[config.mk]
export PLATFORM = sky130hd
export DESIGN_NAME = cnt_seg_scan
export DESIGN_NICKNAME = d
export VERILOG_FILES = /design/src/rtl/cnt_seg_scan.sv
export SDC_FILE = /design/constraint.sdc
export NUM_CORES = 1
export LEC_CHECK = 0
export ABC_AREA = 1
export CAP_MARGIN = 10
export CORE_MARGIN = 3
export CORE_UTILIZATION = 61
export DETAILED_ROUTE_END_ITERATION = 6
export PLACE_DENSITY = 0.91
export SYNTH_ARGS = -nofsm -noshare
export SYNTH_HDL_FRONTEND = slang
export SYNTH_SLANG_ARGS = --single-unit
[constraint.sdc]
create_clock -name clk -period 2.2 [get_ports clk]
set_input_delay 0.33 -clock clk [delete_from_list [all_inputs] [get_ports clk]]
set_output_delay 0.33 -clock clk [all_outputs]
set_load 0.05 [all_outputs]
[src/rtl/cnt_seg_scan.sv]
// Synchronises and glitch-filters ripple-counter Q bits, then scans a 4-digit active-low
// seven-segment display. Optional decimal-point blink after each update: CNT_DP_BLINK_EN.
module cnt_seg_scan #(
    parameter int CNT_W       = 2,
    parameter int REFRESH_DIV = 100000
) (
    input  logic             clk,
    input  logic             clr,
    input  logic [CNT_W-1:0] cnt_in,
    output logic [CNT_W-1:0] cnt_val,
    output logic             upd,
    output logic [6:0]       seg,
    output logic [3:0]       an,
    output logic             dp
);

    localparam int REF_W = (REFRESH_DIV > 2) ? $clog2(REFRESH_DIV) : 1;

    logic [CNT_W-1:0] sync_p1, sync_p2, sync_p3;
    logic [3:0]       upd_cnt;
    logic [1:0]       slot;
    logic [REF_W-1:0] ref_cnt;
    logic             ref_wrap;
    logic [3:0]       cnt_hex;

    function automatic logic [6:0] hex7(input logic [3:0] v);
        logic [6:0] s;
        case (v)
            4'h0: s = 7'h40;
            4'h1: s = 7'h79;
            4'h2: s = 7'h24;
            4'h3: s = 7'h30;
            4'h4: s = 7'h19;
            4'h5: s = 7'h12;
            4'h6: s = 7'h02;
            4'h7: s = 7'h78;
            4'h8: s = 7'h00;
            4'h9: s = 7'h10;
            4'hA: s = 7'h08;
            4'hB: s = 7'h03;
            4'hC: s = 7'h46;
            4'hD: s = 7'h21;
            4'hE: s = 7'h06;
            default: s = 7'h0E;
        endcase
        return s;
    endfunction

    // Stage p1..p3: two-flop synchroniser plus one-sample history for the stability filter
    always_ff @(posedge clk or negedge clr) begin
        if (!clr) begin
            sync_p1 <= '0;
            sync_p2 <= '0;
            sync_p3 <= '0;
            cnt_val <= '0;
            upd     <= 1'b0;
        end else begin
            sync_p1 <= cnt_in;
            sync_p2 <= sync_p1;
            sync_p3 <= sync_p2;
            if (sync_p2 == sync_p3 && sync_p2 != cnt_val) begin
                cnt_val <= sync_p2;
                upd     <= 1'b1;
            end else begin
                upd     <= 1'b0;
            end
        end
    end

    always_ff @(posedge clk or negedge clr) begin
        if (!clr) begin
            upd_cnt <= 4'd0;
        end else if (upd) begin
            upd_cnt <= upd_cnt + 4'd1;
        end
    end

    assign ref_wrap = (ref_cnt == REF_W'(REFRESH_DIV - 1));

    always_ff @(posedge clk or negedge clr) begin
        if (!clr) begin
            ref_cnt <= '0;
            slot    <= 2'd0;
        end else if (ref_wrap) begin
            ref_cnt <= '0;
            slot    <= slot + 2'd1;
        end else begin
            ref_cnt <= ref_cnt + REF_W'(1);
        end
    end

    always_comb begin
        cnt_hex = 4'd0;
        cnt_hex[CNT_W-1:0] = cnt_val;
    end

    // Display stage: an and seg come from the same slot sample, so a digit never tears
    always_ff @(posedge clk or negedge clr) begin
        if (!clr) begin
            an  <= 4'hF;
            seg <= 7'h7F;
        end else begin
            case (slot)
                2'd0: begin an <= 4'b1110; seg <= hex7(cnt_hex); end
                2'd1: begin an <= 4'b1101; seg <= hex7(upd_cnt); end
                2'd2: begin an <= 4'b1011; seg <= 7'h7F; end
                default: begin an <= 4'b0111; seg <= 7'h7F; end
            endcase
        end
    end

`ifdef CNT_DP_BLINK_EN
    localparam int HOLD_W = $clog2(4 * REFRESH_DIV + 1);

    logic [HOLD_W-1:0] hold;

    always_ff @(posedge clk or negedge clr) begin
        if (!clr) begin
            hold <= '0;
            dp   <= 1'b1;
        end else begin
            if (upd) begin
                hold <= HOLD_W'(4 * REFRESH_DIV);
            end else if (hold != '0) begin
                hold <= hold - HOLD_W'(1);
            end
            dp <= !(slot == 2'd0 && hold != '0);
        end
    end
`else
    assign dp = 1'b1;
`endif

endmodule
==> impl_results.md <==
* P&R area growth vs syn at 14.9%
* Clk buf depth at 2
* Reg2Reg Depth at 5
* Worst EP required at about 1900 ps
* CP Class: flip-flop to output pin
* Net count, final at 300
* Post-Layout Inst Area at ~0.0025 mm^2
* Worst slew margin at 0.643
* Cell variety after synth at 29
* Routability cong. at about 0.91
* Non-filler cells, final at 329
* Largest net degree at the start of global routing at 27
* Placed insts at 320
* Via/cell ratio at slightly above 5
* Antenna cells at 0
* Clock Skew at about 2.3 ps
* Hold path endpoint: sync_p2[1]
* DR iter-0 viols at 121
* Clk root buf: clkbuf_4
* Setup ws final at around 190 ps
* Reg2reg start: slot[1]
* Post-Synthesis Cells at 259
* Crit-path slowest cell: clkdlybuf4s50_1
* Fin util at 0.741
* Vias in the first global route at 1468
* CP Launch Type: flip-flop
* Sequential cell area fraction in the yosys report at 0.495
* Total Wirelength at 3880 um
* Cell Pwr Density at 844 mW/mm^2
* Reg2Reg Setup Slack at roughly 700 ps
* Crit path max-delay family: buffers and inverters
* Initial core utilization at 0.645
* Synthesized flop and latch total at 43
* Status: complete, no violations
* Chip width at ~66 um
* Worst-Margin Slew at between 500 and 600 ps
* P_int at around 1.4 mW
* Cell Chain, Critical Path: clkdlybuf4s50_1
* Psw at between 0.7 and 0.8 mW
* Number of I/O pins at 19
* Final Critical Period at roughly 2000 ps
* Slew Viols, Final at 0
* Mapped cell area at between 0.002 and 0.0025 mm^2
* Endpoint type of the worst setup path: output pin
* CTS tree: yes
* Placeable Area at between 0.003 and 0.004 mm^2
* Worst-path clk slew at 120 ps
* Mean area per synthesized cell at 8.51 um^2
* TritonCTS Buffers at 5
* Drt pass-1 iters at 4
* Clk_lat worst skew at around 350 ps
* Sequential power share at 0.456
* Clk sinks at 43
* Fill count at about 230
* Hold WS at between 300 and 400 ps
* Clock power frac at 0.282
* Dpl cell area at ~0.0024 mm^2
* Commonest non-fill, non-tap cell in the layout: nand2_1
* First-pass GRT wire length at between 6000 and 7000 um
* Comb power frac at 0.262
* Setup TNS Final at 0 ps
* Die H at about 66 um
* Wire length per cell at between 10 and 15 um
* Max_cap viols at 0
* Buffer and inverter count on the worst path at 1
* Switching share of total power at 0.333
* WHS Path Cells at 0
* Crit path arrival time at 1680 ps
* Final setup fails at 0
* Critical R2R Capture: seg[5]
* LEAKAGE at between 1 and 1.5 nW
* FMAX at 498 MHz
* Syn nets at around 280
* Crit-path max cell delay at roughly 800 ps
* Pre-CTS WS at between 500 and 600 ps
* Detailed-placement wirelength estimate at about 2800 um
* Rows at 21
* DRC violations left at 0
* Final Total Pwr at between 2 and 2.5 mW
* Peak supply drop at around 0.65 mV
* Via count at about 1700
* Die ar. at about 0.0044 mm^2
* Fin crit share at 0.913
* H-Tree Depth at 2
* ANT nets after route at 0
* Yosys warnings at 0
* Tot GR Track Use at 0.205
* Initial antenna violation count at 0
* Fin. Hold Viols at 0
* Ratio of cells with drive above 1 in the final layout at 0.102
* Worst min-delay path startpoint: sync_p1[1]
* Commonest cells after routing, fill and taps aside: nand2_1, inv_1, dfrtp_1
* Grt total ovfl at 0
* RSZ-0062 raised after global routing: no
* Hold crit path type: flip-flop to flip-flop
* Resize count post-CTS at 0
* Crit path max fanout at 1
* Quantity of I/O buffers inserted on ports at 17
==> power groups by stage <==
stage,Sequential (mW),Combinational (mW),Clock [mW]
5_1_grt,0.990,0.626,0.651
3_3_place_gp,0.985,0.544,0
6_report,0.975,0.559,0.604
3_5_place_dp,0.989,0.545,0
4_1_cts,0.973,0.556,0.614
2_1_floorplan,1.06,0.324,0
==> worst max-delay path by stage <==
stage	depth (start not counted)	startpoint	slack [ps]	end
after global routing	1	cnt_val[0]	130	cnt_val[0]
after global placement	1	seg[4]	590	seg[4]
after floorplan	6	slot[1]	920	seg[0]
final	1	seg[0]	190	seg[0]
after detailed placement	1	seg[0]	570	seg[0]
after CTS	1	seg[0]	170	seg[0]
==> cells in the mapped netlist <==
master / count / area [um^2]
clkbuf_1: 1 / 3.75
nand3b_1: 1 / 7.51
nand3_2: 1 / 10.0
nand4_1: 5 / 31.3
conb_1: 1 / 3.75
xor2_1: 10 / 87.6
nand3_1: 19 / 95.1
nand2_1: 64 / 240
inv_2: 2 / 7.51
nor3_1: 1 / 5.00
buf_2: 1 / 5.00
xnor2_1: 3 / 26.3
nand2_2: 1 / 6.26
nor2_4: 1 / 11.3
a21oi_1: 8 / 40.0
dfrtp_1: 32 / 801
nor2_1: 22 / 82.6
a31oi_1: 1 / 6.26
clkbuf_2: 1 / 5.00
o21a_1: 1 / 7.51
o211ai_1: 3 / 22.5
nor2_2: 3 / 18.8
inv_1: 42 / 158
o21bai_1: 2 / 15.0
o21ai_0: 6 / 30.0
ha_1: 14 / 175
dfstp_2: 11 / 289
o21ai_1: 1 / 5.00
buf_4: 1 / 7.51
==> per-layer routing <==
metal  track usage  routed length, um  share of wire  vias to the layer above
met5             0                  0              0                        -
met4        0.0812                 65          0.017                        0
met3        0.0561                204          0.053                        8
met2         0.310               1770           0.46                       40
met1         0.280               1840           0.47                      777
li1              -                  -              -                      843
==> cell families after synthesis <==
logic type | Yosys count | share of synthesized area
DFF | 43 | 0.495
other | 1 | 0.00170
buffers and inverters | 48 | 0.0846
adders and majority gates | 14 | 0.0795
AOI/OAI and AO/OA | 22 | 0.0574
xor gates and xnor gates | 13 | 0.0517
and+or+nand+nor | 118 | 0.231
==> repair_timing <==
| item | 4_1_cts | 5_1_grt |
|---|---|---|
| buffers inserted | 0 | 0 |
| hold endpoints to repair | 14 | 0 |
| hold buffers | 1 | 0 |
==> worst reg2reg max path: stages (launching register included) <==
cell and delay [ps]:
dfrtp_1 440, inv_1 130, ha_1 330, nor2_1 130, a21oi_1 230, nand3_1 150
==> registers in the layout, indices dropped and copies added, names as in the netlist <==
name,cells
seg,7
upd_cnt,4
cnt_val,2
sync_p2,2
ref_cnt,17
sync_p1,2
upd,1
slot,2
an,4
sync_p3,2
==> area by class of cell <==
cell class	instances	area, um^2	share of cell area
timing repair buffer	20	190	0.0751
clock inverter	2	60.1	0.0237
sequential	43	1090	0.431
multi-input combinational	168	927	0.366
tap	46	57.6	0.0227
clock buffer	6	41.3	0.0163
inverter	44	165	0.0652
Note: power is estimated with default switching activity, not from simulation.
